$ cat src/rtl/interrupt_sequencer_if.sv
// interrupt_sequencer_if: pipeline-side handshake between the hazard controller and the interrupt sequencer
interface interrupt_sequencer_if #(parameter int PC_W = 10);
  logic            int_set;
  logic            int_clr;
  logic            retie;
  logic [PC_W-1:0] pc_next;
  logic            branch_taken;
  logic            pc_stall;
  logic            int_en;
  logic            int_pending;
  logic            busy;
  logic            flush;
  logic            fetch_hold;
  logic            ret_addr_we;
  logic [PC_W-1:0] ret_addr;
  logic            flags_save;
  logic            vec_load;
  logic [PC_W-1:0] vec_addr;
  modport master (
    output int_set, int_clr, retie, pc_next, branch_taken, pc_stall,
    input  int_en, int_pending, busy, flush, fetch_hold, ret_addr_we, ret_addr, flags_save, vec_load, vec_addr
  );
  modport slave (
    input  int_set, int_clr, retie, pc_next, branch_taken, pc_stall,
    output int_en, int_pending, busy, flush, fetch_hold, ret_addr_we, ret_addr, flags_save, vec_load, vec_addr
  );
endinterface

$ cat src/rtl/interrupt_sequencer.sv
// interrupt_sequencer: latches external interrupts and drives the ACK/SAVE/VECTOR ISR entry sequence
module interrupt_sequencer #(
  parameter int              PC_W        = 10,
  parameter logic [PC_W-1:0] VECTOR_ADDR = 10'h3FF,
  parameter int              SYNC_STAGES = 2
) (
  input logic                   clk,
  input logic                   reset,
  input logic                   interrupt,
  interrupt_sequencer_if.slave  bus
);
  typedef enum logic [1:0] {IDLE, ACK, SAVE, VECTOR} state_t;
  state_t                 state;
  logic [SYNC_STAGES:0]   sync;
  logic                   rise_q;
  logic                   accept;
  // A CLI retiring in the accept cycle must win, so int_clr blocks entry
  assign accept = state == IDLE && bus.int_pending && bus.int_en && !bus.pc_stall &&
                  !bus.branch_taken && !bus.int_clr;
  assign bus.vec_addr = VECTOR_ADDR;
  always_ff @(posedge clk) begin
    if (reset) begin
      state           <= IDLE;
      sync            <= '0;
      rise_q          <= 1'b0;
      bus.int_pending <= 1'b0;
      bus.int_en      <= 1'b0;
      bus.ret_addr    <= '0;
      bus.busy        <= 1'b0;
      bus.flush       <= 1'b0;
      bus.fetch_hold  <= 1'b0;
      bus.ret_addr_we <= 1'b0;
      bus.flags_save  <= 1'b0;
      bus.vec_load    <= 1'b0;
    end else begin
      sync            <= {sync[SYNC_STAGES-1:0], interrupt};
      rise_q          <= sync[SYNC_STAGES-1] & ~sync[SYNC_STAGES];
      // a fresh edge during the sequence re-arms the request for after return
      bus.int_pending <= rise_q | (bus.int_pending & ~accept);
      bus.int_en      <= (accept || bus.int_clr) ? 1'b0 :
                         (state == IDLE && (bus.int_set || bus.retie)) ? 1'b1 : bus.int_en;
      if (accept) bus.ret_addr <= bus.pc_next;
      case (state)
        IDLE:    state <= accept ? ACK : IDLE;
        ACK:     state <= SAVE;
        SAVE:    state <= VECTOR;
        default: state <= IDLE;
      endcase
      bus.busy        <= accept || state == ACK || state == SAVE;
      bus.flush       <= accept || state == ACK || state == SAVE;
      bus.fetch_hold  <= accept || state == ACK;
      bus.ret_addr_we <= state == ACK;
      bus.flags_save  <= state == ACK;
      bus.vec_load    <= state == SAVE;
    end
  end
endmodule

$ cat src/flat_wrapper.sv
// flat-port wrapper written by rule: the top's interface ports become plain ports
module interrupt_sequencer_flat 
#(
  parameter int              PC_W        = 10,
  parameter logic [PC_W-1:0] VECTOR_ADDR = 10'h3FF,
  parameter int              SYNC_STAGES = 2
)
  (clk, reset, interrupt, bus_int_set, bus_int_clr, bus_retie, bus_pc_next, bus_branch_taken, bus_pc_stall, bus_int_en, bus_int_pending, bus_busy, bus_flush, bus_fetch_hold, bus_ret_addr_we, bus_ret_addr, bus_flags_save, bus_vec_load, bus_vec_addr);
  interrupt_sequencer_if #(.PC_W(PC_W)) bus_i ();
  input logic clk;
  input logic reset;
  input logic interrupt;
  input wire logic [$bits(bus_i.int_set)-1:0] bus_int_set;
  input wire logic [$bits(bus_i.int_clr)-1:0] bus_int_clr;
  input wire logic [$bits(bus_i.retie)-1:0] bus_retie;
  input wire logic [$bits(bus_i.pc_next)-1:0] bus_pc_next;
  input wire logic [$bits(bus_i.branch_taken)-1:0] bus_branch_taken;
  input wire logic [$bits(bus_i.pc_stall)-1:0] bus_pc_stall;
  output wire logic [$bits(bus_i.int_en)-1:0] bus_int_en;
  output wire logic [$bits(bus_i.int_pending)-1:0] bus_int_pending;
  output wire logic [$bits(bus_i.busy)-1:0] bus_busy;
  output wire logic [$bits(bus_i.flush)-1:0] bus_flush;
  output wire logic [$bits(bus_i.fetch_hold)-1:0] bus_fetch_hold;
  output wire logic [$bits(bus_i.ret_addr_we)-1:0] bus_ret_addr_we;
  output wire logic [$bits(bus_i.ret_addr)-1:0] bus_ret_addr;
  output wire logic [$bits(bus_i.flags_save)-1:0] bus_flags_save;
  output wire logic [$bits(bus_i.vec_load)-1:0] bus_vec_load;
  output wire logic [$bits(bus_i.vec_addr)-1:0] bus_vec_addr;
  assign bus_i.int_set = bus_int_set;
  assign bus_i.int_clr = bus_int_clr;
  assign bus_i.retie = bus_retie;
  assign bus_i.pc_next = bus_pc_next;
  assign bus_i.branch_taken = bus_branch_taken;
  assign bus_i.pc_stall = bus_pc_stall;
  assign bus_int_en = bus_i.int_en;
  assign bus_int_pending = bus_i.int_pending;
  assign bus_busy = bus_i.busy;
  assign bus_flush = bus_i.flush;
  assign bus_fetch_hold = bus_i.fetch_hold;
  assign bus_ret_addr_we = bus_i.ret_addr_we;
  assign bus_ret_addr = bus_i.ret_addr;
  assign bus_flags_save = bus_i.flags_save;
  assign bus_vec_load = bus_i.vec_load;
  assign bus_vec_addr = bus_i.vec_addr;
  interrupt_sequencer #(.PC_W(PC_W), .VECTOR_ADDR(VECTOR_ADDR), .SYNC_STAGES(SYNC_STAGES)) u_core (.clk(clk), .reset(reset), .interrupt(interrupt), .bus(bus_i));
endmodule
$ cat config.mk
export PLATFORM = sky130hd
export DESIGN_NAME = interrupt_sequencer_flat
export DESIGN_NICKNAME = d
export VERILOG_FILES = /design/src/rtl/interrupt_sequencer_if.sv /design/src/rtl/interrupt_sequencer.sv /design/src/flat_wrapper.sv
export SDC_FILE = /design/constraint.sdc
export NUM_CORES = 1
export LEC_CHECK = 0
export BUFFER_PORTS_ARGS = -buffer_cell sky130_fd_sc_hd__buf_4
export CORE_ASPECT_RATIO = 2
export CORE_MARGIN = 1.5
export CORE_UTILIZATION = 35
export CTS_CLUSTER_DIAMETER = 40
export DETAILED_ROUTE_END_ITERATION = 16
export GPL_TIMING_DRIVEN = 1
export PLACE_DENSITY_LB_ADDON = 0.08
export RECOVER_POWER = 50
export SYNTH_ARGS = -nofsm -noshare
export SYNTH_HDL_FRONTEND = slang
export SYNTH_SLANG_ARGS = --single-unit
$ cat constraint.sdc
create_clock -name clk -period 2 [get_ports clk]
set_input_delay 0.3 -clock clk [delete_from_list [all_inputs] [get_ports clk]]
set_output_delay 0.3 -clock clk [all_outputs]
set_load 0.03 [all_outputs]
Word level (Yosys, flattened, before mapping)
Cells that the tools add are included.
{"block": "op_classes", "magnitude_cmp": 0, "multipliers": 0, "n_div": 0, "n_reduce_logical": 15, "n_addsub": 0, "mux": 2, "n_bitwise": 5, "shift": 0, "n_eq_ne": 2}
{"operator": "$logic_and A1 B1 Y1", "n": 6}
{"operator": "$pmux W2 S3", "n": 1}
{"operator": "$logic_or A1 B1 Y1", "n": 4}
{"operator": "$logic_not A1 Y1", "n": 3}
{"operator": "$and A1 B1 Y1", "n": 2}
{"operator": "$eq A2 B1 Y1 const B", "n": 1}
{"operator": "$eq A2 B2 Y1 const B", "n": 1}
{"operator": "$logic_not A2 Y1", "n": 1}
{"operator": "$not A1 Y1", "n": 2}
{"operator": "$reduce_or A2 Y1", "n": 1}
{"operator": "$mux W1", "n": 1}
{"operator": "$or A1 B1 Y1", "n": 1}
{"block": "totals", "regBits": 22, "rom_bits": 0, "in_bits": 18, "latchBits": 0, "mem_count": 0, "ram_bits": 0, "elab_cells": 34}

Longest topological paths before layout
{"block": "logic_depth", "ltp_word": 9, "depth_mapped": 6, "depth_no_buf": 5}

Worst setup path before layout
No wires, ideal clock.
{"block": "synth_timing", "kind": "flip-flop to flip-flop", "startpoint": "register u_core.state[1]", "endpoint": "register u_core.bus.ret_addr[1]", "path_stages_with_launch": 7, "arrival_ns": 1.480, "n_path_buf": 1, "setup_ns": 0.072, "path_slack_ns": 0.449, "cell_sequence": "dfxtp_1 > inv_1 > ha_1 > or3b_4 > nor3_4 > buf_8 > mux2i_1"}
{"block": "synth_between", "elab_chain_len": 6}
{"item": "start: declaration", "line": "interrupt_sequencer.sv:13", "rtl": "state_t state;"}
{"item": "start signal: assignment", "line": "interrupt_sequencer.sv:44", "rtl": "IDLE: state <= accept ? ACK : IDLE;"}
{"item": "$logic_not A2 Y1", "line": "interrupt_sequencer.sv:18", "rtl": "assign accept = state == IDLE && bus.int_pending && bus.int_en && !bus.pc_stall &&"}
{"item": "$logic_and A1 B1 Y1 (4 in series)", "line": "interrupt_sequencer.sv:18"}
{"item": "$logic_and A1 B1 Y1", "line": "interrupt_sequencer.sv:19", "rtl": "!bus.branch_taken && !bus.int_clr;"}
{"item": "end signal: assignment", "line": "interrupt_sequencer.sv:42", "rtl": "if (accept) bus.ret_addr <= bus.pc_next;"}
{"item": "end: declaration", "line": "interrupt_sequencer_if.sv:25", "rtl": "output int_en, int_pending, busy, flush, fetch_hold, ret_addr_we, ret_addr, flags_save, vec_load, vec_addr"}
Every way passes these cells.
A chain may end at the register's enable or synchronous reset.

Final worst setup path
{"block": "layout_timing", "startpoint": "register u_core.state[1]", "endpoint": "register u_core.bus.ret_addr[2]"}
Same word-level chain as after synthesis.

==> metrics.txt <==
# TYPE chip_impl_metric gauge
chip_impl_info{name="run_status",value="finished clean"} 1
chip_impl_metric{name="synth_area",unit="sq um"} 922
chip_impl_metric{name="final.setup.tns",unit="ns"} 0
chip_impl_metric{name="syn_avg_cell_area",unit="sq um"} 9.81
chip_impl_metric{name="initial_antenna_violation_count",unit=""} 0
chip_impl_metric{name="ctsHoldBuffers",unit=""} 0
chip_impl_metric{name="worst-path-buf-inv",unit=""} 2
chip_impl_metric{name="p_sw_share",unit="%"} 23.3
chip_impl_metric{name="antenna_left",unit=""} 0
chip_impl_metric{name="flow.area_growth_from_synthesis",unit="%"} 25.2
chip_impl_info{name="type_of_the_tightest_min_delay_check",value="input pin to flip-flop"} 1
chip_impl_info{name="whs_endpoint",value="u_core.bus.int_en"} 1
chip_impl_info{name="worst_path_max_delay_cell",value="sky130_fd_sc_hd__or3b_4"} 1
chip_impl_metric{name="setup_slack",unit="ns"} 0.346
chip_impl_metric{name="drt_iter0_markers",unit=""} 18
chip_impl_info{name="hold_start",value="bus_int_clr"} 1
chip_impl_metric{name="place.port_buffers",unit=""} 35
chip_impl_metric{name="dieWidth",unit="um"} 39.3
chip_impl_metric{name="cts_sinks",unit=""} 22
chip_impl_metric{name="post_synth_num_cell_types",unit=""} 20
chip_impl_metric{name="synth-warning-count",unit=""} 0
chip_impl_metric{name="placement.setup.worst_slack",unit="ns"} 0.341
chip_impl_metric{name="worst_r2r_path_depth",unit=""} 6
chip_impl_info{name="crit_type",value="flip-flop to flip-flop"} 1
chip_impl_metric{name="internal-power",unit="mW"} 0.650
chip_impl_metric{name="fraction_of_final_layout_cells_with_drive_strength_greater_than_1",unit="%"} 24.2
chip_impl_metric{name="power_frac_clock",unit="%"} 37.7
chip_impl_metric{name="drtPass1Iterations",unit=""} 2
chip_impl_metric{name="period_minus_slack",unit="ns"} 1.65
chip_impl_metric{name="clock_insertion_delay_worst_skew",unit="ns"} 0.26
chip_impl_metric{name="final_total_power",unit="mW"} 0.847
chip_impl_metric{name="post_drt_wl_per_cell",unit="um"} 11.1
chip_impl_metric{name="irDropWorstVdd",unit="uV"} 500
chip_impl_info{name="cts_root_cell",value="sky130_fd_sc_hd__clkbuf_8"} 1
chip_impl_metric{name="p_seq_share",unit="%"} 52.6
chip_impl_metric{name="final.period_utilization",unit="%"} 82.7
chip_impl_info{name="category_of_cells_accounting_for_the_largest_share_of_critical_path_delay",value="simple AND/OR/NAND/NOR gates"} 1
chip_impl_metric{name="max-clock-path-buffers",unit=""} 2
chip_impl_metric{name="cp_slowest_stage_delay",unit="ns"} 0.41
chip_impl_metric{name="leakage",unit="nW"} 0.488
chip_impl_metric{name="placementRows",unit=""} 26
chip_impl_metric{name="timing.max_cap.violations",unit=""} 0
chip_impl_metric{name="grt_start_max_net_pins",unit=""} 26
chip_impl_metric{name="num-nets-final",unit=""} 150
chip_impl_metric{name="num_vias",unit=""} 673
chip_impl_metric{name="critical_path_required",unit="ns"} 2.19
chip_impl_metric{name="critical_path_peak_fanout",unit=""} 13
chip_impl_info{name="tritoncts",value="yes"} 1
chip_impl_metric{name="place.detailed.instances",unit=""} 152
chip_impl_metric{name="timing_max_transition_violations_final",unit=""} 0
chip_impl_metric{name="cts_resized",unit=""} 0
chip_impl_metric{name="fmax",unit="MHz"} 605
chip_impl_metric{name="gpl.final_weighted_congestion",unit=""} 0.662
chip_impl_metric{name="postSynthRegisterBits",unit=""} 22
chip_impl_metric{name="pwr_density_cell",unit="nW/um^2"} 734
chip_impl_metric{name="routed_via_density",unit=""} 4.31
chip_impl_metric{name="io_pins",unit=""} 46
chip_impl_metric{name="placeableCoreArea",unit="sq um"} 2540
chip_impl_metric{name="ctsHtreeMaxLevel",unit=""} 1
chip_impl_metric{name="dieArea",unit="sq um"} 2970
chip_impl_metric{name="drc",unit=""} 0
chip_impl_metric{name="finalNonFillerCells",unit=""} 156
chip_impl_info{name="grt_setup_unrepaired",value="no"} 1
chip_impl_info{name="critical_path.cell_chain",value="inv_1, ha_1, or3b_4, nor3_4, buf_4, mux2i_1"} 1
chip_impl_metric{name="register_to_register_setup_slack",unit="ns"} 0.35
chip_impl_metric{name="ys_seq_area_share",unit="%"} 47.8
chip_impl_metric{name="dp_hpwl",unit="mm"} 1.34
chip_impl_info{name="mostFrequentLayoutCells",value="sky130_fd_sc_hd__nand2_1 (22), sky130_fd_sc_hd__buf_4 (22), sky130_fd_sc_hd__dfxtp_1 (22)"} 1
chip_impl_metric{name="syn-instance-count",unit=""} 94
chip_impl_metric{name="clkTransAtPathRegs",unit="ns"} 0.08
chip_impl_info{name="r2r-start",value="u_core.state[1]"} 1
chip_impl_metric{name="total_grt_overflow",unit=""} 0
chip_impl_metric{name="hold_violations",unit=""} 0
chip_impl_info{name="reg2reg_to",value="u_core.bus.ret_addr[2]"} 1
chip_impl_metric{name="floorplan.die.height",unit="um"} 75.6
chip_impl_metric{name="start_util",unit="%"} 36.3
chip_impl_metric{name="grt_util_all_layers",unit="%"} 12.6
chip_impl_metric{name="largest_clock_skew_in_the_final_design",unit="ns"} 0.00124
chip_impl_metric{name="post_cts_buffers",unit=""} 0
chip_impl_metric{name="number_of_global_route_vias_before_repair",unit=""} 630
chip_impl_metric{name="cts_inserted_buffers",unit=""} 3
chip_impl_metric{name="min_path_cells",unit=""} 2
chip_impl_info{name="timing.critical_path.from_type",value="flip-flop"} 1
chip_impl_metric{name="arrival",unit="ns"} 1.85
chip_impl_metric{name="fin_worst_hold_slack",unit="ns"} 0.233
chip_impl_metric{name="power_frac_comb",unit="%"} 9.8
chip_impl_metric{name="report.final.setup_viol",unit=""} 0
chip_impl_metric{name="first_pass_grt_wire_length",unit="mm"} 2.54
chip_impl_metric{name="routed_wirelength",unit="mm"} 1.74
chip_impl_info{name="cp-end-kind",value="flip-flop"} 1
chip_impl_metric{name="n_antenna_cell",unit=""} 0
chip_impl_metric{name="net-switching-power",unit="mW"} 0.197
## synth_stat cells
| master | number | share of area, % |
|---|---|---|
| sky130_fd_sc_hd__buf_4 | 12 | 9.8 |
| sky130_fd_sc_hd__buf_8 | 1 | 1.6 |
| sky130_fd_sc_hd__clkbuf_1 | 2 | 0.81 |
| sky130_fd_sc_hd__conb_1 | 1 | 0.41 |
| sky130_fd_sc_hd__dfxtp_1 | 22 | 48 |
| sky130_fd_sc_hd__ha_1 | 3 | 4.1 |
| sky130_fd_sc_hd__inv_1 | 2 | 0.81 |
| sky130_fd_sc_hd__inv_2 | 1 | 0.41 |
| sky130_fd_sc_hd__mux2i_1 | 10 | 11 |
| sky130_fd_sc_hd__nand2_1 | 22 | 9.0 |
| sky130_fd_sc_hd__nor2_1 | 1 | 0.41 |
| sky130_fd_sc_hd__nor2b_1 | 7 | 4.7 |
| sky130_fd_sc_hd__nor3_1 | 1 | 0.54 |
| sky130_fd_sc_hd__nor3_4 | 1 | 1.8 |
| sky130_fd_sc_hd__nor4_1 | 1 | 0.68 |
| sky130_fd_sc_hd__o21a_1 | 3 | 2.4 |
| sky130_fd_sc_hd__o22ai_1 | 1 | 0.68 |
| sky130_fd_sc_hd__o2bb2ai_1 | 1 | 0.95 |
| sky130_fd_sc_hd__o31a_2 | 1 | 1.1 |
| sky130_fd_sc_hd__or3b_4 | 1 | 1.2 |
## metrics by stage
step                      util [%]  cell area [sq um]
after floorplan                  -                956
after global placement        45.3               1150
after global routing          45.5               1150
after detailed placement      45.3               1150
final                         45.5               1150
after CTS                     47.4               1200
## power groups by stage
stage	clock network, mW	logic (mW)	registers, mW
after detailed placement	0	0.0838	0.456
final	0.319	0.0829	0.445
after global routing	0.340	0.0909	0.446
after global placement	0	0.0835	0.456
after floorplan	0	0.0596	0.460
after CTS	0.324	0.0840	0.446
## logic make-up after synthesis
logic type               synth area share [%]
AND/OR/NAND/NOR                          18.3
AO/OA/AOI/OAI                            5.16
other                                   0.407
adder cells (fa/ha/maj)                  4.07
multiplexers                             10.9
buffers and inverters                    13.4
flip-flops                               47.8
## state kept, by name (all words and copies together) (netlist names)
signal                  cells
u_core.bus.ret_addr        10
u_core.sync                 3
u_core.state                2
u_core.bus.busy             1
u_core.bus.fetch_hold       1
u_core.bus.int_en           1
u_core.bus.int_pending      1
u_core.bus.ret_addr_we      1
u_core.bus.vec_load         1
u_core.rise_q               1
## layout make-up
class | count | area (sq um)
clock buffers | 4 | 55.1
well taps | 28 | 35.0
inverters | 3 | 11.3
flip-flops and latches | 22 | 440
multi-input cells | 63 | 392
fillers | 290 | 1380
repair buffers | 36 | 221
## layer usage
| metal | track usage (%) | wire length, um | up-vias |
|---|---|---|---|
| met4 | 9.20 | 37 | 0 |
| met3 | 1.75 | 91 | 4 |
| li1 | - | - | 349 |
| met5 | 0 | 0 | - |
| met1 | 12.5 | 650 | 299 |
| met2 | 22.2 | 959 | 21 |
## worst max-delay path by stage
stage / endpoint / slack, ns / cells past startpoint / startpoint
2_1_floorplan: u_core.bus.ret_addr[1] / 0.45 / 6 / u_core.state[1]
3_3_place_gp: u_core.bus.ret_addr[4] / 0.42 / 6 / u_core.state[1]
3_5_place_dp: u_core.bus.ret_addr[2] / 0.34 / 6 / u_core.state[1]
4_1_cts: u_core.bus.ret_addr[2] / 0.32 / 6 / u_core.state[1]
5_1_grt: u_core.bus.ret_addr[8] / 0.21 / 6 / u_core.state[1]
6_report: u_core.bus.ret_addr[2] / 0.35 / 6 / u_core.state[1]
(Power assumes the default switching activity.)
